$ cat src/rtl/hamming_secded_pipe.sv
// hamming_secded_pipe: two-stage SECDED extended-Hamming engine.
// Each transaction either encodes a data word into a codeword or decodes,
// corrects and classifies a received codeword. Valid/ready on both sides,
// plus saturating counters of corrected and uncorrectable decode results.
module hamming_secded_pipe #(
    parameter int DATA_W = 4,
    parameter int CNT_W  = 8,
    // Smallest P with 2^P >= DATA_W + P + 1, written out for widths 1..57.
    localparam int P = (DATA_W <= 1)  ? 2 :
                       (DATA_W <= 4)  ? 3 :
                       (DATA_W <= 11) ? 4 :
                       (DATA_W <= 26) ? 5 : 6,
    localparam int N = DATA_W + P + 1
) (
    input  logic              clk,
    input  logic              rst,
    input  logic              in_valid,
    output logic              in_ready,
    input  logic              in_modo,
    input  logic [DATA_W-1:0] in_data,
    input  logic [N-1:0]      in_code,
    output logic              out_valid,
    input  logic              out_ready,
    output logic [DATA_W-1:0] out_data,
    output logic [N-1:0]      out_code,
    output logic [P:0]        out_sindrome,
    output logic [1:0]        out_err,
    output logic [CNT_W-1:0]  cnt_corr,
    output logic [CNT_W-1:0]  cnt_dbl,
    input  logic              cnt_clr
);

    localparam logic [1:0] ERR_NONE = 2'b00;
    localparam logic [1:0] ERR_CORR = 2'b01;
    localparam logic [1:0] ERR_DBL  = 2'b10;

    // Stage 1 state
    logic              s1_valid;
    logic              s1_modo;
    logic [DATA_W-1:0] s1_data;
    logic [N-1:0]      s1_code;
    logic [P-1:0]      s1_s;
    logic              s1_g;

    // Combinational helpers
    logic              s1_adv;
    logic [P-1:0]      syn;
    logic              glob;
    logic [N-1:0]      placed;
    logic [P-1:0]      enc_syn;
    logic [N-1:0]      enc_code;
    logic [N-1:0]      flip_mask;
    logic [N-1:0]      corr_code;
    logic [1:0]        dec_err;
    logic [DATA_W-1:0] ext;
    logic              deliver;

    assign s1_adv   = !out_valid || out_ready;
    assign in_ready = !s1_valid || s1_adv;
    assign deliver  = out_valid && out_ready;

    // Static data-bit <-> codeword-slot wiring. A non-power-of-two position
    // pos carries data bit pos - clog2(pos) - 1 (positions below it that are
    // not powers of two). Parity and global slots of the placement are zero.
    for (genvar pos = 1; pos < N; pos++) begin : g_slot
        if ((pos & (pos - 1)) == 0) begin : g_par
            assign placed[pos-1] = 1'b0;
        end else begin : g_dat
            localparam int IDX = pos - $clog2(pos) - 1;
            assign placed[pos-1] = s1_data[IDX];
            assign ext[IDX]      = corr_code[pos-1];
        end
    end
    assign placed[N-1] = 1'b0;

    // Syndrome and overall parity of the incoming word.
    always_comb begin
        // NOTE: every always_comb output gets a default first, so no path can infer a latch.
        syn = '0;
        for (int pos = 1; pos < N; pos++) begin
            if (in_code[pos-1]) syn = syn ^ P'(pos);
        end
        glob = ^in_code;
    end

    // Stage 1 occupancy: refills whenever the slot is free or moving on.
    always_ff @(posedge clk) begin
        // NOTE: sequential state is assigned with <= only, so all flops sample together.
        if (rst) s1_valid <= 1'b0;
        else if (in_ready) s1_valid <= in_valid;
    end

    // Stage 1 payload, captured on accept.
    always_ff @(posedge clk) begin
        // NOTE: payload is qualified by s1_valid, so it needs no reset.
        if (in_valid && in_ready) begin
            s1_modo <= in_modo;
            s1_data <= in_data;
            s1_code <= in_code;
            s1_s    <= syn;
            s1_g    <= glob;
        end
    end

    // Encode: the parity bits equal the syndrome of the data-only placement,
    // which drives the finished word's syndrome to zero.
    always_comb begin
        enc_syn = '0;
        for (int pos = 1; pos < N; pos++) begin
            if (placed[pos-1]) enc_syn = enc_syn ^ P'(pos);
        end
        enc_code = placed;
        for (int k = 0; k < P; k++) enc_code[(1 << k) - 1] = enc_syn[k];
        enc_code[N-1] = ^enc_code[N-2:0];
    end

    // Decode: classify {G,S} and flip at most one bit.
    always_comb begin
        flip_mask = '0;
        for (int pos = 1; pos < N; pos++) begin
            if (s1_s == P'(pos)) flip_mask[pos-1] = 1'b1;
        end
        corr_code = s1_code;
        dec_err   = ERR_NONE;
        if (s1_g) begin
            if (s1_s == '0) begin
                corr_code[N-1] = ~s1_code[N-1];
                dec_err        = ERR_CORR;
            end else if (|flip_mask) begin
                corr_code = s1_code ^ flip_mask;
                dec_err   = ERR_CORR;
            end else begin
                dec_err = ERR_DBL;
            end
        end else if (s1_s != '0) begin
            dec_err = ERR_DBL;
        end
    end

    // Stage 2: result register, held while the consumer stalls.
    always_ff @(posedge clk) begin
        if (rst) begin
            out_valid    <= 1'b0;
            out_data     <= '0;
            out_code     <= '0;
            out_sindrome <= '0;
            out_err      <= ERR_NONE;
        end else if (s1_adv) begin
            out_valid <= s1_valid;
            if (s1_valid) begin
                if (s1_modo) begin
                    out_data     <= ext;
                    out_code     <= corr_code;
                    out_sindrome <= {s1_g, s1_s};
                    out_err      <= dec_err;
                end else begin
                    out_data     <= s1_data;
                    out_code     <= enc_code;
                    out_sindrome <= '0;
                    out_err      <= ERR_NONE;
                end
            end
        end
    end

    // Saturating error counters; clear beats a same-cycle increment.
    always_ff @(posedge clk) begin
        if (rst || cnt_clr) begin
            cnt_corr <= '0;
            cnt_dbl  <= '0;
        end else if (deliver) begin
            if (out_err == ERR_CORR && cnt_corr != '1) cnt_corr <= cnt_corr + 1'b1;
            if (out_err == ERR_DBL && cnt_dbl != '1) cnt_dbl <= cnt_dbl + 1'b1;
        end
    end

endmodule

$ cat config.mk
export PLATFORM = sky130hd
export DESIGN_NAME = hamming_secded_pipe
export DESIGN_NICKNAME = d
export VERILOG_FILES = /design/src/rtl/hamming_secded_pipe.sv
export SDC_FILE = /design/constraint.sdc
export NUM_CORES = 1
export LEC_CHECK = 0
export ABC_AREA = 0
export BUFFER_PORTS_ARGS = -buffer_cell sky130_fd_sc_hd__buf_4
export CAP_MARGIN = 40
export CORE_AREA = 8 8 78 80
export DETAILED_ROUTE_END_ITERATION = 8
export DIE_AREA = 0 0 86 88
export PLACE_DENSITY = 0.8
export SETUP_SLACK_MARGIN = 0.1
export SLEW_MARGIN = 5
export SYNTH_ARGS = -nofsm -noshare
export SYNTH_HDL_FRONTEND = slang
export SYNTH_SLANG_ARGS = --single-unit
export TNS_END_PERCENT = 10
$ cat constraint.sdc
create_clock -name clk -period 2.2 [get_ports clk]
set_clock_uncertainty 0.1 [all_clocks]
set_input_delay 0.33 -clock clk [delete_from_list [all_inputs] [get_ports clk]]
set_output_delay 0.33 -clock clk [all_outputs]
set_load 0.05 [all_outputs]
==> results of run 1 <==
==> cells in the final DEF (no fill, tap or decap), drive strengths merged, types with 2 or more instances in the layout <==
| cell type | Yosys | final |
|---|---|---|
| clkbuf | 6 | 6 |
| buf | 12 | 53 |
| a211oi | 2 | 2 |
| xor2 | 16 | 16 |
| o211ai | 3 | 3 |
| o21ai | 5 | 5 |
| mux2i | 8 | 8 |
| nand2b | 2 | 2 |
| nand3 | 12 | 12 |
| dfxtp | 31 | 31 |
| nand4 | 4 | 4 |
| nor3 | 3 | 3 |
| a21oi | 12 | 12 |
| nand3b | 2 | 2 |
| and2 | 2 | 2 |
| a2111oi | 2 | 2 |
| nor4bb | 2 | 2 |
| or3 | 2 | 2 |
| o31ai | 2 | 2 |
| nand2 | 14 | 14 |
| a211o | 4 | 4 |
| edfxtp | 17 | 17 |
| nand4b | 5 | 5 |
| ha | 2 | 2 |
| nor2 | 23 | 23 |
| and4b | 2 | 2 |
| xnor2 | 19 | 19 |
==> area by class of cell <==
| class | count | area share, % |
|---|---|---|
| multi-input cells | 159 | 38.7 |
| flip-flops and latches | 48 | 40.1 |
| repair buffers | 53 | 14.1 |
| clock buffers | 6 | 2.57 |
| clock inverters | 2 | 1.24 |
| inverters | 1 | 0.133 |
| well taps | 70 | 3.10 |
==> worst max-delay path by stage <==
stage / start / to / slack, ns / depth (start not counted)
final: cnt_corr[0]$_SDFFE_PP0P_ / cnt_corr[1]$_SDFFE_PP0P_ / 0.49 / 5
after global routing: cnt_corr[0]$_SDFFE_PP0P_ / cnt_corr[1]$_SDFFE_PP0P_ / 0.24 / 5
after CTS: cnt_corr[0]$_SDFFE_PP0P_ / cnt_corr[1]$_SDFFE_PP0P_ / 0.48 / 5
after detailed placement: cnt_corr[0]$_SDFFE_PP0P_ / cnt_corr[1]$_SDFFE_PP0P_ / 0.50 / 5
after global placement: cnt_corr[0]$_SDFFE_PP0P_ / cnt_corr[1]$_SDFFE_PP0P_ / 0.55 / 5
after floorplan: out_valid$_SDFFE_PP0P_ / s1_code[0]$_DFFE_PP_ / 0.24 / 3
==> kinds of logic after synthesis <==
logic type / Yosys count
AO/OA/AOI/OAI: 31
XOR/XNOR: 35
adder cells (fa/ha/maj): 2
buffers and inverters: 19
flip-flops: 48
multiplexers: 8
AND/OR/NAND/NOR: 83
==> state kept, by name, summed over array words and instances, names as in the netlist, 3 cells and up <==
name / cells
out_data: 3
cnt_corr: 8
out_sindrome: 4
s1_data: 4
out_code: 5
s1_s: 3
cnt_dbl: 8
s1_code: 8
==> where the power goes <==
group | switching, mW | internal [mW]
clock | 0.285 | 0.336
sequential | 0.0538 | 0.969
combinational | 0.163 | 0.124
total | 0.502 | 1.43
==> Yosys cell counts, types with 3 or more instances <==
library cell / number
dfxtp_1: 31
xnor2_1: 19
nand4_1: 4
nand2_1: 14
buf_2: 6
nor3_1: 3
edfxtp_1: 17
buf_4: 5
nor2_1: 23
o211ai_1: 3
a211o_1: 4
nand3_1: 12
a21oi_1: 12
nand4b_1: 5
o21ai_0: 5
clkbuf_1: 6
xor2_1: 16
mux2i_1: 8
==> routing by layer <==
| metal | wire (um) | vias to the layer above | track usage [%] |
|---|---|---|---|
| met3 | 376 | 4 | 5.44 |
| met4 | 24 | 0 | 3.82 |
| met5 | 0 | - | 0 |
| li1 | - | 885 | - |
| met2 | 2330 | 60 | 23.6 |
| met1 | 1930 | 796 | 14.2 |
==> qor.yml, run 1 <==
finish:
  finalInstanceArea_mm2: 0.00282
  seq_area_mm2: 0.00113
  utilization_pct: 57.5
  layout-drive-gt1-share_pct: 24.9
  syn_to_final_growth_pct: 21.2
  fin_cells: 339
  antenna_cells: 0
  layout.nets: 288
  num-fill-cells: 443
  multiInputGateArea_mm2: 0.00109
sta:
  hold_ws_ns: 0.0996
  fin_tns_setup_ns: 0
  rsz0062_at_grt: "false"
  relSlewSlack_pct: 50.9
  fin_crit_ns: 1.71
  maxSlewViolCount: 0
  hold_violations: 0
  fin_crit_sh_pct: 77.7
  setup_slack_ns: 0.490
  setup_violations: 0
  max_freq_mhz: 585
  tightest_slew_ns: 0.736
synthesis:
  syn_area_per_cell_um2: 10.3
  syn-num-nets: 246
  synth-async-reset-ratio_pct: 0
  synth_compound_area_share_pct: 9.08
  ys_top_cells_by_area: "dfxtp_1 (27%), edfxtp_1 (22%), xnor2_1 (7.1%)"
  synth_edf_count: 17
  synth_top_family_by_area: "simple AND/OR/NAND/NOR gates"
  synthAdderAreaFrac_pct: 1.07
  yosys.area.top_type_share_pct: 26.6
  yosysTopAreaCell: "dfxtp_1"
  synth_seq_cells: 48
  netlist_area_mm2: 0.00233
  synth_seq_area_share_pct: 48.5
  yosys.area_share.simple_pct: 20.2
  muxShareOfSynthArea_pct: 3.44
  yosys_most_used_dff: "dfxtp_1"
  synth_xor_area_share_pct: 13.2
  synth_cell_type_count: 42
  ys_warn_count: 0
  syn_inst: 226
cts:
  clk_pin_slew_ns: 0.09
  ctsLongestPathBuffers: 2
  root_buffer: "clkbuf_8"
  post_cts_resized: 0
  cts_tree: "yes"
  hold_buffers: 0
  clock_sinks: 48
  post_cts_buffers: 0
  numCtsBuffers: 5
  clk_latency_ns: 0.30
  htreeDepth: 2
grt:
  grt_max_degree: 19
  antenna_found_initial: 0
  grt_usage_pct: 13.3
  gr-total-overflow: 0
  grt_pass1_wl_um: 8110
  grt_pass1_vias: 1794
worst_setup_path:
  ff2ff_setup_slack_ns: 0.49
  critPathMaxStageDelay_ns: 0.43
  crit_path_end_kind: "flip-flop"
  crit_type: "flip-flop to flip-flop"
  reg2reg_from: "cnt_corr[0]$_SDFFE_PP0P_"
  path_max_fanout: 5
  crit_arrival_ns: 1.79
  critPathLaunchType: "flip-flop"
  crit_required_ns: 2.28
  path_buf_inv: 0
  reg2reg_to: "cnt_corr[1]$_SDFFE_PP0P_"
  crit_slowest_cell: "o21ai_0"
  worstPathCellList: "ha_1, nand3_1, o21ai_0, mux2i_1, nor2_1"
  worstRegToRegCells: 5
  cp_top_family: "compound AO/OA/AOI/OAI gates"
status:
  outcome: "finished clean"
detailed_routing:
  wirelength_um: 4660
  postRouteAntennaNets: 0
  drc: 0
  wl_per_cell_um: 13.7
  via_per_inst: 5.15
  vias: 1745
  drtIter0Drc: 104
  firstDrtPassIters: 4
min_path:
  hp-start: "in_data[1]"
  hold_class: "primary input to flip-flop"
  whs_path_depth: 1
  holdPathEnd: "s1_data[1]$_DFFE_PP_"
placement:
  dp_cells: 331
  dp_slack_ns: 0.501
  dpl.hpwl_um: 3570
  port_buffers: 53
  globalplace.congestion: 0.869
  place_area_mm2: 0.00272
power:
  irDropWorstVdd_mv: 0.299
  power.density_mw_per_mm2: 684
  finalPower_mw: 1.93
  power.leakage_nw: 1.06
job:
  drv_cap: 0
floorplanning:
  start_util_pct: 47.4
  die_x_um: 86
  core_mm2: 0.00491
  row_count: 26
  pin_count: 54
  dieArea_mm2: 0.00757
  die_y_um: 88
Power figures use the tool's default switching activity.
==> run 2, diff against run 1 <==
==> constraint.sdc (replaced) <==
create_clock -name clk -period 1.63 [get_ports clk]
set_clock_uncertainty 0.1 [all_clocks]
set_input_delay 0.2445 -clock clk [delete_from_list [all_inputs] [get_ports clk]]
set_output_delay 0.2445 -clock clk [all_outputs]
set_load 0.05 [all_outputs]
==> qor.yml, run 2 (same netlist as run 1, synthesis figures left out) <==
power:
  switching_power_uw: 720  # +44%
  combPwrFrac_pct: 19.3  # +4.4 points
  finalPower_mw: 2.67  # +38%
  swShare_pct: 27.0  # +1.0 points
  power.leakage_nw: 1.18  # +12%
  pwr-share-clk_pct: 29.6  # -2.6 points
  irDropWorstVdd_mv: 0.588  # +97%
  power.density_mw_per_mm2: 883  # +29%
  seq_power_share_pct: 51.2  # -1.8 points
  intPower_mw: 1.95  # +36%
worst_setup_path:
  crit_slowest_cell: "edfxtp_1"
  crit_path_end_kind: "flip-flop"
  worstPathCellList: "clkbuf_2, nor4bb_2, xor2_1, mux2i_1, o31ai_1"
  worstRegToRegCells: 5  # unchanged
  reg2reg_to: "out_code[0]$_SDFFE_PP0P_"
  crit_end: "out_code[0]$_SDFFE_PP0P_"
  path_buf_inv: 1  # +1
  critPathMaxStageDelay_ns: 0.42  # about the same
  cp_top_family: "flip-flops"
  path_max_fanout: 5  # unchanged
  reg2reg_from: "s1_s[2]$_DFFE_PP_"
  crit_type: "flip-flop to flip-flop"
  startpoint: "s1_s[2]$_DFFE_PP_"
  ff2ff_setup_slack_ns: -0.0005  # -0.49 ns
  crit_required_ns: 1.75  # -0.53 ns
  critPathLaunchType: "flip-flop"
  cp.depth: 5  # unchanged
  crit_arrival_ns: 1.75  # -0.04 ns
sta:
  rsz0062_at_grt: "true"
  setup_slack_ns: -0.000524  # -0.491 ns
  fin_crit_ns: 1.63  # -0.0791 ns
  maxSlewViolCount: 0  # unchanged
  relSlewSlack_pct: 78.3  # +27 points
  max_freq_mhz: 613  # +4.8%
  hold_violations: 0  # unchanged
  tightest_slew_ns: 0.320  # -0.416 ns
  setup_violations: 1  # +1
  fin_crit_sh_pct: 100  # +22 points
  hold_ws_ns: 0.0133  # -0.0863 ns
grt:
  grt_pass1_vias: 1801  # +0.39%
  gr-total-overflow: 0  # unchanged
  grt_pass1_wl_um: 8230  # +1.4%
  grt_max_degree: 19  # unchanged
  grt_use_met3_pct: 4.88  # -0.56 points
  use_met1_pct: 14.3  # +0.12 points
  antenna_found_initial: 0  # unchanged
  grt_use_met2_pct: 23.4  # -0.21 points
  grt.busiest_layer: "met2"
  grt_usage_pct: 13.7  # +0.40 points
placement:
  globalplace.congestion: 0.860  # -1.0%
  port_buffers: 53  # unchanged
  place_area_mm2: 0.00276  # +1.7%
  dpl.hpwl_um: 3710  # +3.7%
detailed_routing:
  drc: 0  # unchanged
  via_per_inst: 5.19  # +0.75%
  postRouteAntennaNets: 0  # unchanged
  wl_per_cell_um: 14.7  # +7.2%
  wirelength_um: 5230  # +12%
  vias: 1841  # +5.5%
  firstDrtPassIters: 4  # unchanged
  drtIter0Drc: 73  # -30%
cts:
  root_buffer: "clkbuf_8"
  numCtsBuffers: 5  # unchanged
  cts_tree: "yes"
  clk_latency_ns: 0.30  # about the same
  ctsLongestPathBuffers: 2  # unchanged
  clock_sinks: 48  # unchanged
  htreeDepth: 2  # unchanged
  clk_pin_slew_ns: 0.09  # about the same
finish:
  utilization_pct: 61.5  # +4.0 points
  layout.nets: 304  # +5.6%
  final_cell_mix: "buf_4 (68), nor2_1 (23), xnor2_1 (19)"
  layout-drive-gt1-share_pct: 36.8  # +12 points
  antenna_cells: 0  # unchanged
  finalInstanceArea_mm2: 0.00302  # +7.0%
  syn_to_final_growth_pct: 29.6
  top_regs: "cnt_corr x8, cnt_dbl x8, s1_code x8"
  mostFrequentLayoutCell: "buf_4"
floorplanning:
  die_y_um: 88  # unchanged
  pin_count: 54  # unchanged
  row_count: 26  # unchanged
  core_mm2: 0.00491  # unchanged
  die_x_um: 86  # unchanged
  dieArea_mm2: 0.00757  # unchanged
  start_util_pct: 47.4  # unchanged
status:
  outcome: "complete, but fails checks"
  violations: "setup timing"
job:
  drv_cap: 0  # unchanged
min_path:
  hold_class: "primary input to flip-flop"
-- run 2: power by group through the flow --
stage	combinational, mW	clock, mW	sequential [mW]
after global placement	0.397	0	1.40
after detailed placement	0.403	0	1.40
after CTS	0.424	0.815	1.37
final	0.513	0.788	1.36
after global routing	0.548	0.855	1.37
after floorplan	0.268	0	1.43
-- run 2: area by class of cell --
class | instances | area, um2
timing repair buffer | 69 | 515
sequential | 48 | 1150
tap | 70 | 87.6
clock inverter | 1 | 5.00
clock buffer | 7 | 98.8
inverter | 1 | 3.75
fill | 417 | 1890
multi-input combinational | 159 | 1160
-- run 2: worst min-delay path by stage --
stage                                end  startpoint  cells past startpoint
global route        s1_data[0]$_DFFE_PP_  in_data[0]                      1
CTS                 s1_data[1]$_DFFE_PP_  in_data[1]                      1
floorplan           s1_code[0]$_DFFE_PP_  in_code[0]                      0
global placement       s1_modo$_DFFE_PP_     in_modo                      1
finish              s1_data[1]$_DFFE_PP_  in_data[1]                      1
detailed placement  s1_data[2]$_DFFE_PP_  in_data[2]                      1
-- run 2: routing by layer --
metal / part of all wire, % / up-vias / routed length [um]
met5: 0 / - / 0
met4: 2.8 / 0 / 148
met3: 6.1 / 12 / 319
met2: 52 / 46 / 2710
li1: - / 915 / -
met1: 39 / 868 / 2060
-- run 2: what timing repair did --
action,4_1_cts,5_1_grt
hold buffers,0,0
setup endpoints to repair,4,20
resized for setup,1,12
pin swaps,1,3
setup buffers,3,10
hold endpoints to repair,0,0
-- run 2: stage by stage --
stage	setup WS [ns]	std cells	setup TNS (ns)
3_5_place_dp	0.0430	334	0
6_report	-0.000524	355	-0.000524
5_1_grt	-0.0402	355	-0.172
2_1_floorplan	-0.0336	226	-0.0432
4_1_cts	0.0761	345	0
3_3_place_gp	0.133	334	0
==> run 3, diff against run 2 <==
==> constraint.sdc (replaced) <==
create_clock -name clk -period 1.63 [get_ports clk]
set_clock_uncertainty 0.1 [all_clocks]
set_input_delay 0.163 -clock clk [delete_from_list [all_inputs] [get_ports clk]]
set_output_delay 0.163 -clock clk [all_outputs]
set_load 0.05 [all_outputs]
==> qor.yml, run 3 (same netlist as run 1, synthesis figures left out) <==
status:
  outcome: "finished clean"
placement:
  port_buffers: 53  # unchanged
  dpl.hpwl_um: 3710  # unchanged
  globalplace.congestion: 0.860  # unchanged
  dp_slack_ns: 0.0430  # unchanged
worst_setup_path:
  critPathLaunchType: "flip-flop"
  crit_arrival_ns: 1.72  # -0.03 ns
  ff2ff_setup_slack_ns: 0.05  # +0.05 ns
  crit_type: "flip-flop to flip-flop"
  path_max_fanout: 5  # unchanged
  crit_required_ns: 1.77  # +0.02 ns
  crit_path_end_kind: "flip-flop"
detailed_routing:
  top_layer_used: "met4"
  drc: 0  # unchanged
  met3_length_um: 328  # +2.8%
  wl_per_cell_um: 14.3  # -2.9%
  wirelength_um: 5280  # +0.90%
  met2_wirelength_um: 2710  # +0.26%
  postRouteAntennaNets: 0  # unchanged
  firstDrtPassIters: 4  # unchanged
  drtIter0Drc: 52  # -29%
  vias: 1900  # +3.2%
  drt-met1-wl_um: 2090  # +1.5%
  via_per_inst: 5.15  # -0.71%
finish:
  final_cell_mix: "buf_4 (68), nor2_1 (23), xnor2_1 (19)"
  layout-drive-gt1-share_pct: 35.1  # -1.7 points
  top_regs: "cnt_corr x8, cnt_dbl x8, s1_code x8"
  syn_to_final_growth_pct: 35.6
  mostFrequentLayoutCell: "buf_4"
  antenna_cells: 0  # unchanged
  layout.nets: 318  # +4.6%
grt:
  antenna_found_initial: 0  # unchanged
  grt_max_degree: 19  # unchanged
  grt_usage_pct: 14.3  # +0.55 points
  gr-total-overflow: 0  # unchanged
  grt_pass1_wl_um: 8540  # +3.8%
  grt_pass1_vias: 1848  # +2.6%
cts:
  clock_sinks: 48  # unchanged
  htreeDepth: 2  # unchanged
  clk_latency_ns: 0.30  # about the same
  clk_pin_slew_ns: 0.09  # about the same
  cts_tree: "yes"
  numCtsBuffers: 5  # unchanged
  ctsLongestPathBuffers: 2  # unchanged
  root_buffer: "clkbuf_8"
sta:
  setup_violations: 0  # -1
  fin_crit_ns: 1.58  # -0.0501 ns
  fin_crit_sh_pct: 97.0  # -3.1 points
  tightest_slew_ns: 0.342  # +0.0216 ns
  hold_violations: 0  # unchanged
  rsz0062_at_grt: "true"
  setup_slack_ns: 0.0496  # +0.0501 ns
  max_freq_mhz: 633  # +3.2%
  relSlewSlack_pct: 77.2  # -1.1 points
  maxSlewViolCount: 0  # unchanged
  hold_ws_ns: 0.0435  # +0.0302 ns
floorplanning:
  row_count: 26  # unchanged
  pin_count: 54  # unchanged
  core_mm2: 0.00491  # unchanged
  die_x_um: 86  # unchanged
  die_y_um: 88  # unchanged
  dieArea_mm2: 0.00757  # unchanged
  start_util_pct: 47.4  # unchanged
min_path:
  hold_class: "primary input to flip-flop"
power:
  power.leakage_nw: 1.24  # +5.0%
  intPower_mw: 1.97  # +1.1%
  seq_power_share_pct: 50.7  # -0.5 points
  combPwrFrac_pct: 20.0  # +0.7 points
  switching_power_uw: 719  # -0.17%
  pwr-share-clk_pct: 29.3  # -0.3 points
  power.density_mw_per_mm2: 850  # -3.7%
  swShare_pct: 26.8  # -0.25 points
  irDropWorstVdd_mv: 0.571  # -2.8%
job:
  drv_cap: 0  # unchanged
## run 3: changes by cell type in the layout (fill, tap and decap cells not counted), sizes merged
| cell | previous run | this run |
|---|---|---|
| dlygate4sd3 | 0 | 14 |
## run 3: metrics by stage
step / util, % / total power [mW] / cells / TNS [ns] / instance area, um2
2_1_floorplan: - / 1.70 / 226 / -0.0432 / 2350
3_3_place_gp: 56.2 / 1.79 / 334 / 0 / 2760
3_5_place_dp: 56.2 / 1.81 / 334 / 0 / 2760
4_1_cts: 61.8 / 2.63 / 359 / 0 / 3030
5_1_grt: 64.3 / 2.81 / 369 / -0.0897 / 3160
6_report: 64.3 / 2.69 / 369 / 0 / 3160
## run 3: per-layer routing
layer | vias to the layer above | GRT usage, %
li1 | 942 | -
met4 | 0 | 8.12
met5 | - | 0
met1 | 902 | 14.8
met3 | 12 | 5.07
met2 | 44 | 24.6
## run 3: worst paths after layout
| path | startpoint | end | depth (start not counted) |
|---|---|---|---|
| worst max-delay path | s1_s[0]$_DFFE_PP_ | out_data[2]$_SDFFE_PP0P_ | 5 |
| worst max register to register | s1_s[0]$_DFFE_PP_ | out_data[2]$_SDFFE_PP0P_ | 5 |
| worst min register to register | out_sindrome[0]$_SDFFE_PP0P_ | out_sindrome[0]$_SDFFE_PP0P_ | 2 |
| worst min-delay path | rst | out_data[2]$_SDFFE_PP0P_ | 2 |
## run 3: area by class of cell
class / instances / area, um2
fill: 402 / 1750
clock buffer: 7 / 98.8
tap: 70 / 87.6
timing repair buffer: 83 / 656
multi-input combinational: 159 / 1160
sequential: 48 / 1150
clock inverter: 1 / 5.00
inverter: 1 / 3.75
## run 3: power groups by stage
stage | logic [mW] | clock network [mW] | registers [mW]
finish | 0.536 | 0.787 | 1.36
global route | 0.574 | 0.859 | 1.37
CTS | 0.449 | 0.815 | 1.37
detailed placement | 0.403 | 0 | 1.40
global placement | 0.397 | 0 | 1.40
floorplan | 0.268 | 0 | 1.43
## run 3: worst max-delay path, cell delays in order, from the launching register on
cell	delay, ns
edfxtp_1	0.44
buf_4	0.20
nand4b_1	0.19
xor2_1	0.17
a211o_1	0.31
a21oi_2	0.11
## run 3: repair_timing
action	in CTS	in global routing
hold buffers	14	0
resized for setup	1	12
endpoints found under the setup margin	4	20
pin swaps	1	3
setup buffers	3	10
endpoints found under the hold margin	14	0
